===== config.mk =====
export PLATFORM = sky130hd
export DESIGN_NAME = serial_addsub
export DESIGN_NICKNAME = d
export VERILOG_FILES = /design/src/rtl/serial_addsub.sv
export SDC_FILE = /design/constraint.sdc
export NUM_CORES = 1
export LEC_CHECK = 0
export CAP_MARGIN = 20
export CORE_ASPECT_RATIO = 0.9
export CORE_MARGIN = 10
export CORE_UTILIZATION = 50
export DETAILED_ROUTE_END_ITERATION = 6
export PLACE_DENSITY = 0.79
export SLEW_MARGIN = 20
export SYNTH_ARGS = -nofsm -noshare
export SYNTH_HDL_FRONTEND = slang
export SYNTH_SLANG_ARGS = --single-unit
export TNS_END_PERCENT = 100

===== constraint.sdc =====
create_clock -name clk -period 2.5 [get_ports clk]
set_input_delay 0.25 -clock clk [delete_from_list [all_inputs] [get_ports clk]]
set_output_delay 0.25 -clock clk [all_outputs]
set_load 0.02 [all_outputs]

===== src/rtl/serial_addsub.sv =====
// Bit-serial two's-complement adder/subtractor: one sum bit per clock, LSB first.
// Optional zero flag output when SERIAL_ADDSUB_ZERO_FLAG_EN is defined.
module serial_addsub #(
    parameter int WIDTH = 8
) (
    input  logic             clk,
    input  logic             rst_n,
    input  logic             start,
    input  logic             sub,
    input  logic [WIDTH-1:0] a,
    input  logic [WIDTH-1:0] b,
    output logic             busy,
    output logic             done,
    output logic [WIDTH-1:0] result,
    output logic             carry_out,
`ifdef SERIAL_ADDSUB_ZERO_FLAG_EN
    output logic             overflow,
    output logic             zero
`else
    output logic             overflow
`endif
);

    localparam int CW = $clog2(WIDTH);

    typedef enum logic [1:0] {S_IDLE, S_RUN, S_DONE} state_t;

    state_t           state, state_nxt;
    logic [WIDTH-1:0] sa, sb, sr;
    logic             carry;
    logic [CW-1:0]    cnt;
    logic             accept, last, s_bit, c_nxt;
`ifdef SERIAL_ADDSUB_ZERO_FLAG_EN
    logic             nz;
`endif

    function automatic logic maj(input logic x, input logic y, input logic z);
        return (x & y) | (x & z) | (y & z);
    endfunction

    assign accept = start && (state != S_RUN);
    assign last   = (state == S_RUN) && (cnt == CW'(WIDTH - 1));
    assign s_bit  = sa[0] ^ sb[0] ^ carry;
    assign c_nxt  = maj(sa[0], sb[0], carry);

    always_ff @(posedge clk or negedge rst_n) begin
        if (!rst_n) state <= S_IDLE;
        else        state <= state_nxt;
    end

    always_comb begin
        state_nxt = state;
        case (state)
            S_IDLE:  if (start) state_nxt = S_RUN;
            S_RUN:   if (last)  state_nxt = S_DONE;
            S_DONE:  state_nxt = start ? S_RUN : S_IDLE;
            default: state_nxt = S_IDLE;
        endcase
    end

    always_comb begin
        busy = (state == S_RUN);
        done = (state == S_DONE);
    end

    // Operand capture and per-bit processing; outputs change only on the final bit
    always_ff @(posedge clk or negedge rst_n) begin
        if (!rst_n) begin
            sa        <= '0;
            sb        <= '0;
            sr        <= '0;
            carry     <= 1'b0;
            cnt       <= '0;
            result    <= '0;
            carry_out <= 1'b0;
            overflow  <= 1'b0;
`ifdef SERIAL_ADDSUB_ZERO_FLAG_EN
            nz        <= 1'b0;
            zero      <= 1'b0;
`endif
        end else if (accept) begin
            sa    <= a;
            sb    <= b ^ {WIDTH{sub}};
            carry <= sub;
            cnt   <= '0;
`ifdef SERIAL_ADDSUB_ZERO_FLAG_EN
            nz    <= 1'b0;
`endif
        end else if (state == S_RUN) begin
            carry <= c_nxt;
            sr    <= {s_bit, sr[WIDTH-1:1]};
            sa    <= {1'b0, sa[WIDTH-1:1]};
            sb    <= {1'b0, sb[WIDTH-1:1]};
            cnt   <= cnt + CW'(1);
`ifdef SERIAL_ADDSUB_ZERO_FLAG_EN
            nz    <= nz | s_bit;
`endif
            if (last) begin
                // carry still holds the carry into the MSB at this edge
                result    <= {s_bit, sr[WIDTH-1:1]};
                carry_out <= c_nxt;
                overflow  <= carry ^ c_nxt;
`ifdef SERIAL_ADDSUB_ZERO_FLAG_EN
                zero      <= ~(nz | s_bit);
`endif
            end
        end
    end

endmodule

Yosys cells after proc, flatten, opt, wreduce, memory -nomap -nowiden
Index checks and enable logic that the tools add are counted.
{"block": "word_totals", "ff_bits": 40, "in_bits": 20, "output_inout_bits": 12, "word_cells": 45}
{"block": "classes", "n_addsub": 1, "eq_ne": 6, "mux": 12, "n_bitwise": 10, "n_reduce_logical": 7}
{"operator": "$mux 8", "n": 4}
{"operator": "$xor 8x8->8", "n": 1}
{"operator": "$mux 3", "n": 2}
{"operator": "$pmux 2 s3", "n": 1}
{"operator": "$mux 2", "n": 2}
{"operator": "$ne 2x1->1 const B", "n": 2}
{"operator": "$reduce_and 2->1", "n": 2}
{"operator": "$add 3x1->3 const B", "n": 1}
{"operator": "$and 1x1->1", "n": 3}
{"operator": "$eq 3x3->1 const B", "n": 1}
{"operator": "$mux 1", "n": 3}
{"operator": "$reduce_and 3->1", "n": 1}
{"operator": "$xor 1x1->1", "n": 3}
{"operator": "$eq 2x1->1 const B", "n": 1}
{"operator": "$eq 2x2->1 const B", "n": 1}
{"operator": "$logic_and 1x1->1", "n": 2}
{"operator": "$logic_not 2->1", "n": 1}
{"operator": "$ne 2x2->1 const B", "n": 1}
{"operator": "$or 1x1->1", "n": 2}
{"operator": "$reduce_bool 2->1", "n": 1}
{"operator": "$not 1->1", "n": 1}

Logic depth before layout (Yosys ltp)
{"block": "logic_depth", "word_depth": 5, "ltp_mapped": 6, "ltp_nobuf": 5}

Worst setup path before layout
OpenSTA, ideal clock, no wires.
{"block": "synth_timing", "kind": "register to register", "startpoint": "register cnt[0]", "endpoint": "register carry_out", "setup_ns": 0.125, "arrival_time_ns": 1.357, "required_time_ns": 2.375, "path_slack_ns": 1.018, "stages_incl_launch_ff": 6, "path_buffers": 1, "period_less_slack_ns": 1.482, "cell_sequence": "dfrtp_1 > ha_1 > ha_1 > nand3b_1 > buf_6 > mux2_4"}
{"block": "synth_between", "elab_chain_len": 3}
{"item": "from (decl)", "line_no": "31", "source": "logic [CW-1:0] cnt;"}
{"item": "from (signal assigned)", "line_no": "94", "source": "cnt <= cnt + CW'(1);"}
{"item": "$eq 3x3->1", "line_no": "42", "source": "assign last = (state == S_RUN) && (cnt == CW'(WIDTH - 1));"}
{"item": "$logic_and 1x1->1", "line_no": "42"}
{"item": "$reduce_and 3->1 (no line)"}
{"item": "to (signal assigned)", "line_no": "101", "source": "carry_out <= c_nxt;"}
{"item": "to (decl)", "line_no": "15", "source": "output logic carry_out,"}
No other way between the ends.
A chain may end at the register's enable or synchronous reset.

Worst setup path in the final report
{"block": "layout_timing", "startpoint": "register state[1]", "endpoint": "output busy"}
{"block": "layout_between", "elab_chain_len": 1}
{"item": "from (decl)", "line_no": "28", "source": "state_t state, state_nxt;"}
{"item": "from (signal assigned)", "line_no": "48", "source": "else state <= state_nxt;"}
{"item": "$eq 2x1->1", "line_no": "62", "source": "busy = (state == S_RUN);"}
{"item": "to (decl)", "line_no": "12", "source": "output logic busy,"}
No other way between the ends.

==> flow_metrics.tcl <==
set metrics [dict create \
    fin_skew_ps 4.474 \
    netlist_top_cells_count "nand2_1 (42), dfrtp_1 (39), o21ai_1 (19), mux2i_1 (17)" \
    cp_data_arrival_time_ps 1740 \
    crit_slowest_cell "clkdlybuf4s50_1" \
    finalSetupViolations 0 \
    htree_levels 2 \
    core_area_um2 3378 \
    die_w_um 82.42 \
    wirelength_mm 3.191 \
    num_rows 20 \
    path_cells "nand2b_1 > inv_2 > clkdlybuf4s50_1" \
    dr.pass1.iters 4 \
    die_area_um2 6278 \
    path_buf_inv 2 \
    ys_types 20 \
    antenna_found_initial 0 \
    grt_pass1_vias 1252 \
    synth_ff_type "dfrtp_1" \
    worst_pin_slew_ps 848.3 \
    port_buffers 31 \
    synth_top_area_share 0.5567 \
    fin_nets 210 \
    ant_nets 0 \
    cts_made_buffers 5 \
    insertion_delay_ps 280 \
    postCtsHoldBufs 0 \
    wire_per_inst_um 13.75 \
    path_clk_slew_ps 70 \
    critPathMaxStageDelay_ps 610 \
    fin_crit_ps 1993 \
    clock-root-buffer "clkbuf_8" \
    via_per_inst 5.056 \
    hold_class "input port to async pin" \
    synth_edf_count 0 \
    leakagePower_nw 1.058 \
    cp_top_family "buffers and inverters" \
    finalPower_mw 2.467 \
    drv_cap 0 \
    synth_area_leader_cell "dfrtp_1" \
    rsz0062_at_grt "false" \
    crit_type "flop to primary output" \
    status "finished clean" \
    yosysMostFrequentCell "nand2_1" \
    required_ps 2250 \
    vias 1173 \
    clock_path_buffers 2 \
    synth_top_cells_by_area "dfrtp_1 (56%), mux2i_1 (9.7%), nand2_1 (9.0%)" \
    cts_resized 0 \
    antenna_cells 0 \
    cts.sinks 39 \
    initial_core_util 0.5189 \
    die_h_um 76.17 \
    hold_violations 0 \
    postSynthAreaPerCell_um2 11.24 \
    drive_above_1_share 0.1064 \
    syn_to_final_growth_pct 23.91 \
    p_per_area_nw_per_um2 1136 \
    gr-usage-all-layers 0.1083 \
    synth_cells 156 \
    yosysSeqAreaShare 0.5567 \
    path_max_fanout 12 \
    slew_headroom 0.4345 \
    cts_tree "done" \
    synth-seq-cells 39 \
    worstSetupEndpointType "primary output" \
    synthArstFlopShare 1.000 \
    tns_ps 0 \
    maxSlewViolCount 0 \
    hpwl_mm 2.317 \
    grt_max_degree 43 \
    routabilityCongestion 0.7437 \
    max_freq_mhz 501.8 \
    drc 0 \
    startpoint_type "flop" \
    synth_nets 179 \
    grt_pass1_wl_mm 5.492 \
    drtIter0Drc 83 \
    grt_overflow 0 \
    pin_count 32 \
    synth_area_um2 1753 \
    synth-warning-count 0 \
    post_cts_buffers 0 \
    ir_drop_mv 0.5016 \
    finalCritPeriodShare 0.7971 \
]
[kinds of logic after synthesis]
| group | Yosys count | synth area share |
|---|---|---|
| flops | 39 | 0.5567 |
| buf+inv | 12 | 0.03854 |
| compound gates | 21 | 0.06067 |
| fa+ha+maj | 3 | 0.02569 |
| xor+xnor | 9 | 0.04497 |
| mux | 26 | 0.1699 |
| simple gates | 46 | 0.1035 |
[area by class of cell]
| cell class | instances | area, µm² |
|---|---|---|
| sequential | 39 | 975.9 |
| clock buffer | 8 | 100.1 |
| fill | 285 | 1206 |
| inverter | 3 | 11.26 |
| tap | 44 | 55.05 |
| multi-input combinational | 105 | 709.4 |
| timing repair buffer | 33 | 320.3 |
[path summary, 6_finish.rpt]
kind                       slack, ps   endpoint     start  depth (start not counted)
max                              510       busy  state[1]                          3
min                               80      sr[1]     rst_n                          1
max reg2reg                      640  result[1]    cnt[0]                          4
min reg2reg                      480      sr[1]     sr[1]                          2
max in group asynchronous       1890  result[7]     rst_n                          1
min in group clk                 480      sr[1]     sr[1]                          2
[layout by cell type, fill, tap and decap left out, drive strengths merged]
cell type	instances
nand3b	1
fa	1
mux2i	17
clkbuf	8
o22ai	1
inv	3
buf	3
dfrtp	39
xnor2	2
nand2	42
clkdlybuf4s50	30
xor2	7
mux2	9
nand2b	1
nor2b	1
ha	2
o21ai	19
nor2	1
a21oi	1
[flip-flops by register name, indices dropped and copies added (netlist names)]
register   flops
state          2
overflow       1
result         8
sr             7
sb             8
sa             8
carry_out      1
cnt            3
carry          1
[per-layer routing]
metal  vias to the layer above  GRT usage  share of wire
met2                        29     0.1750           0.49
met4                         0    0.03912          0.015
met1                       564     0.1286           0.44
li1                        573          -              -
met5                         -          0              0
met3                         7    0.03538          0.059
[report_power, final]
group | switching, mW | internal, mW
clock | 0.194 | 0.251
combinational | 0.500 | 0.453
sequential | 0.166 | 0.902
[metrics by stage]
step,instance area [µm²],hold slack [ps],setup slack (ps),instances,utilization
after global placement,2072,392.3,710.8,224,0.6133
after CTS,2172,100.9,500.9,232,0.6430
final,2172,78.79,507.2,232,0.6430
after global routing,2172,143.2,396.3,232,0.6430
after detailed placement,2072,413.7,636.0,224,0.6133
after floorplan,1753,-45.59,1018,156,-
(Power assumes the default switching activity.)
